[src/rtl/proc_pkg.sv]
// Shared types and constants for the paper-processor fetch path.
package proc_pkg;

  typedef enum logic [1:0] {
    IDLE      = 2'd0,
    RUN       = 2'd1,
    HALT_PEND = 2'd2,
    HALTED    = 2'd3
  } fetch_state_t;

  localparam int unsigned DEF_ADDR_W      = 2;
  localparam int unsigned DEF_DATA_W      = 2;
  localparam int unsigned DEF_CNT_W       = 8;
  localparam logic [1:0]  DEF_HALT_OPCODE = 2'b11;

  // Next sequential PC, wrapping modulo 2**addr_w.
  function automatic logic [31:0] pc_inc(input logic [31:0] pc, input int unsigned addr_w);
    logic [31:0] mask;
    mask = (addr_w >= 32) ? '1 : ((32'd1 << addr_w) - 32'd1);
    return (pc + 32'd1) & mask;
  endfunction

endpackage

[src/rtl/sat_counter.sv]
// Saturating up-counter: counts i_inc pulses and sticks at all-ones.
module sat_counter #(
  parameter int unsigned W = 8
) (
  input  logic         clk,
  input  logic         reset,
  input  logic         i_inc,
  output logic [W-1:0] o_count
);

  logic [W-1:0] r_count;

  // NOTE: sequential state uses non-blocking assignments so every flop samples pre-edge values.
  always_ff @(posedge clk) begin
    if (reset) begin
      r_count <= '0;
    end else if (i_inc && (r_count != '1)) begin
      r_count <= r_count + 1'b1;
    end
  end

  assign o_count = r_count;

endmodule

[src/rtl/instr_fetch_seq.sv]
// Instruction fetch sequencer: owns the PC, reads a combinational instruction
// memory and hands registered words to execute over valid/ready.
module instr_fetch_seq
  import proc_pkg::*;
#(
  parameter int unsigned       ADDR_W      = DEF_ADDR_W,
  parameter int unsigned       DATA_W      = DEF_DATA_W,
  parameter logic [ADDR_W-1:0] RESET_PC    = '0,
  parameter logic [DATA_W-1:0] HALT_OPCODE = DATA_W'(DEF_HALT_OPCODE),
  parameter int unsigned       CNT_W       = DEF_CNT_W
) (
  input  logic              clk,
  input  logic              reset,
  input  logic              start,
  output logic [ADDR_W-1:0] mem_addr,
  input  logic [DATA_W-1:0] mem_data,
  output logic              instr_valid,
  input  logic              instr_ready,
  output logic [DATA_W-1:0] instr_data,
  output logic [ADDR_W-1:0] instr_pc,
  input  logic              redirect_valid,
  input  logic [ADDR_W-1:0] redirect_addr,
  output logic              halted,
  output logic              busy,
  output logic [CNT_W-1:0]  fetch_count
);

  fetch_state_t      r_state;
  fetch_state_t      w_state_nxt;
  logic [ADDR_W-1:0] r_pc;
  logic [ADDR_W-1:0] r_instr_pc;
  logic [DATA_W-1:0] r_instr_data;
  logic              r_instr_valid;
  logic              w_accept;
  logic              w_load;
  logic              w_is_halt;
  logic [ADDR_W-1:0] w_pc_inc;

  // A load refills the output register whenever it is empty or being drained.
  assign w_accept  = r_instr_valid && instr_ready;
  assign w_load    = (r_state == RUN) && (!r_instr_valid || instr_ready) && !redirect_valid;
  assign w_is_halt = (mem_data == HALT_OPCODE);
  assign w_pc_inc  = ADDR_W'(pc_inc(32'(r_pc), ADDR_W));

  // NOTE: the next-state default comes first so no path through the block can infer a latch.
  always_comb begin
    w_state_nxt = r_state;
    case (r_state)
      IDLE, HALTED: begin
        if (start) w_state_nxt = RUN;
      end
      RUN: begin
        if (redirect_valid)         w_state_nxt = RUN;
        else if (w_load && w_is_halt) w_state_nxt = HALT_PEND;
      end
      HALT_PEND: begin
        if (redirect_valid) w_state_nxt = RUN;
        else if (w_accept)  w_state_nxt = HALTED;
      end
      default: w_state_nxt = IDLE;
    endcase
  end

  always_ff @(posedge clk) begin
    if (reset) begin
      r_state       <= IDLE;
      r_pc          <= RESET_PC;
      r_instr_valid <= 1'b0;
      r_instr_data  <= '0;
      r_instr_pc    <= '0;
    end else begin
      r_state <= w_state_nxt;
      // Redirect squashes the held word; the data/pc registers keep stale contents.
      if (redirect_valid) begin
        r_pc          <= redirect_addr;
        r_instr_valid <= 1'b0;
      end else if (w_load) begin
        r_instr_data  <= mem_data;
        r_instr_pc    <= r_pc;
        r_instr_valid <= 1'b1;
        r_pc          <= w_pc_inc;
      end else if (w_accept) begin
        r_instr_valid <= 1'b0;
      end
    end
  end

  sat_counter #(
    .W (CNT_W)
  ) u_fetch_count (
    .clk     (clk),
    .reset   (reset),
    .i_inc   (w_accept),
    .o_count (fetch_count)
  );

  assign mem_addr    = r_pc;
  assign instr_valid = r_instr_valid;
  assign instr_data  = r_instr_data;
  assign instr_pc    = r_instr_pc;
  assign halted      = (r_state == HALTED);
  assign busy        = (r_state == RUN) || (r_state == HALT_PEND);

endmodule

[config.mk]
export PLATFORM = sky130hd
export DESIGN_NAME = instr_fetch_seq
export DESIGN_NICKNAME = d
export VERILOG_FILES = /design/src/rtl/proc_pkg.sv /design/src/rtl/sat_counter.sv /design/src/rtl/instr_fetch_seq.sv
export SDC_FILE = /design/constraint.sdc
export NUM_CORES = 1
export LEC_CHECK = 0
export ABC_AREA = 1
export BUFFER_PORTS_ARGS = -buffer_cell sky130_fd_sc_hd__buf_4
export CORE_ASPECT_RATIO = 1.2
export CORE_UTILIZATION = 35
export DETAILED_ROUTE_END_ITERATION = 8
export SKIP_LAST_GASP = 1
export SYNTH_ARGS = -nofsm -noshare
export SYNTH_HDL_FRONTEND = slang
export SYNTH_SLANG_ARGS = --single-unit
export TNS_END_PERCENT = 100
[constraint.sdc]
create_clock -name clk -period 3 [get_ports clk]
set_input_delay 0.3 -clock clk [delete_from_list [all_inputs] [get_ports clk]]
set_output_delay 0.3 -clock clk [all_outputs]
set_load 0.005 [all_outputs]
==> run summary <==
Post-Syn Area: 898 sq um
CP endpoint kind: primary output
Critical Path AT: 1.24 ns
post-route ant nets: 0
area grow syn2layout: 27.9%
Avg Cell Area, Syn: 7.02 sq um
hold buffer count at cts: 0
Max FO, Critical Path: 4
worst-margin pin slew: 0.269 ns
post-placement cell area: 1120 sq um
status: finished clean
Mapped Nets: 141
post-synth top area share: 37.9%
final hold vios: 0
R2R depth: 8
Tmin final: 1.54 ns
hold wc startpoint: redirect_valid
Synth async-reset ratio: 0%
CP Launch Type: flop
final WL: 1920 um
root buf cell: clkbuf_4
Design Power: 479 uW
Resized cells post-CTS: 0
period utilisation layout: 51.2%
Worst R2R End: r_state[0]
clock network fraction of total power: 25.8%
gpl congestion: 0.734
vias: 875
internal power: 338 uW
DR DRC count: 0
DP HPWL: 1500 um
drt initial violations: 20
Top FF cell, synth: dfxtp_1
slack of the worst reg-to-reg path: 1.56 ns
GRT Total Usage: 15.8%
Die W: 48.3 um
clk_lat worst skew: 0.29 ns
Worst Skew: 0.00645 ns
critical path type: flop to primary output
initial antenna violation count: 0
Hold WC Path Type: primary input to flop
top-count cell post-synth: nand2_1
Sequential Power Share: 52.5%
Seq/Total Area, Yosys: 37.9%
Worst EP required: 2.70 ns
synth warn: 0
Psw: 141 uW
flops & latches, synth: 17
pwr dens: 417 nW/um^2
synth unique cells: 21
Sw Share: 29.4%
final setup fails: 0
top post-synthesis cells by area: dfxtp_1 38%, nand2_1 13%, inv_1 8.4%
I/O pins: 26
R2R Path Start: r_state[0]
GRT overflow: 0
Rel. slew slack: 81.9%
total die area: 2770 sq um
max-slew violation count: 0
combinational fraction of design power: 21.8%
CTS tree: built
Via density: 4.68
vias in the first global route: 828
RSZ-0062 raised after global routing: false
clk slew on worst S/H paths: 0.11 ns
Synth area leader: dfxtp_1
WL/cell: 10.3 um
ANT cells: 0
Final Cell Area: 1150 sq um
Worst IR Drop VDD: 0.000236 V
Synth top cells by count: 30 x nand2_1, 20 x inv_1, 17 x dfxtp_1, 15 x nor2_1, 11 x a21oi_1
origin of the worst setup path: r_state[0]
pin count of the biggest net entering global routing: 12
layout cells sized above 1: 23.1%
crit path to: busy
num rows: 19
setup_tns: 0 ns
Leak Pwr: 0.547 nW
total iterations of the first detailed-routing run: 4
CTS Buffer Depth: 2
Sink Count: 17
CTS HTree Levels: 1
TritonCTS buffer count: 3
die height: 57.5 um
Final nets: 170
Max Freq: 650 MHz
initial core utilization: 38.2%
first-pass GRT wire length: 3230 um
Port Buf Inserts: 25
cell count after synthesis: 128
CORE AREA: 2350 sq um
Post-synth EDFFs: 0
maxcap violations: 0
setup repair bufs after CTS: 0
## critical path, cell delays in order (launching register included)
cell	delay (ns)
dfxtp_1	0.37
inv_1	0.07
ha_1	0.28
inv_1	0.11
buf_4	0.12
## cell families (layout without fill, tap and decap cells)
logic type / after synthesis / after routing / synth area share (%)
buffers and inverters: 22 / 50 / 9.47
xor gates and xnor gates: 3 / 3 / 2.93
DFF: 17 / 17 / 37.9
and+or+nand+nor: 60 / 60 / 31.1
AOI/OAI and AO/OA: 22 / 22 / 13.1
adders and majority gates: 4 / 4 / 5.57
## cells in the final DEF (no fill, tap or decap)
cell type,count
a211oi_1,2
a21oi_1,11
buf_4,25
clkbuf_4,3
clkinv_2,1
dfxtp_1,17
ha_1,4
inv_1,20
inv_4,1
nand2_1,30
nand2_2,2
nand2_4,1
nand3_1,5
nand3_4,1
nand3b_1,1
nand4_1,3
nor2_1,15
nor2_4,1
o211ai_1,1
o21ai_0,8
or2_2,1
xnor2_1,2
xor2_1,1
## power groups by stage
stage / combinational, mW / sequential [mW] / clock [mW]
after global routing: 0.118 / 0.253 / 0.135
after detailed placement: 0.104 / 0.257 / 0
after global placement: 0.102 / 0.256 / 0
after floorplan: 0.0582 / 0.256 / 0
after CTS: 0.105 / 0.251 / 0.126
final: 0.104 / 0.251 / 0.123
## metrics by stage
step / util [%] / instances / setup slack, ns / hold WS (ns)
3_5_place_dp: 47.6 / 183 / 1.58 / 0.464
5_1_grt: 48.8 / 187 / 1.38 / 0.203
4_1_cts: 48.8 / 187 / 1.46 / 0.202
2_1_floorplan: - / 128 / 1.67 / 0.378
3_3_place_gp: 47.6 / 183 / 1.65 / 0.459
6_report: 48.8 / 187 / 1.46 / 0.208
## registers in the layout, summed over array words and instances, names as in the netlist
register and cells:
u_fetch_count.o_count 8, instr_data 2, instr_pc 2, instr_valid 1
r_state 2, mem_addr 2
## worst min-delay path by stage
stage               endpoint  slack [ns]  cells past startpoint
5_1_grt          instr_valid        0.20                      2
4_1_cts          instr_valid        0.20                      2
6_report         instr_valid        0.21                      2
3_5_place_dp   instr_data[1]        0.46                      2
3_3_place_gp   instr_data[1]        0.46                      2
2_1_floorplan    instr_valid        0.38                      1
## metal layers
| layer | GRT usage, % | vias up | part of all wire, % |
|---|---|---|---|
| met4 | 4.76 | 0 | 0.68 |
| met3 | 2.22 | 2 | 3.6 |
| li1 | - | 461 | - |
| met1 | 19.2 | 394 | 45 |
| met5 | 0 | - | 0 |
| met2 | 27.2 | 18 | 51 |
## final cells by class
class	instances	area, sq um
Clock buffer	3	22.5
Multi-Input combinational cell	89	473
Tap cell	31	38.8
Fill cell	251	1200
Inverter	21	81.3
Clock inverter	1	5.00
Timing Repair Buffer	25	188
Sequential cell	17	340
No activity file was read; power rests on OpenSTA's default activity.
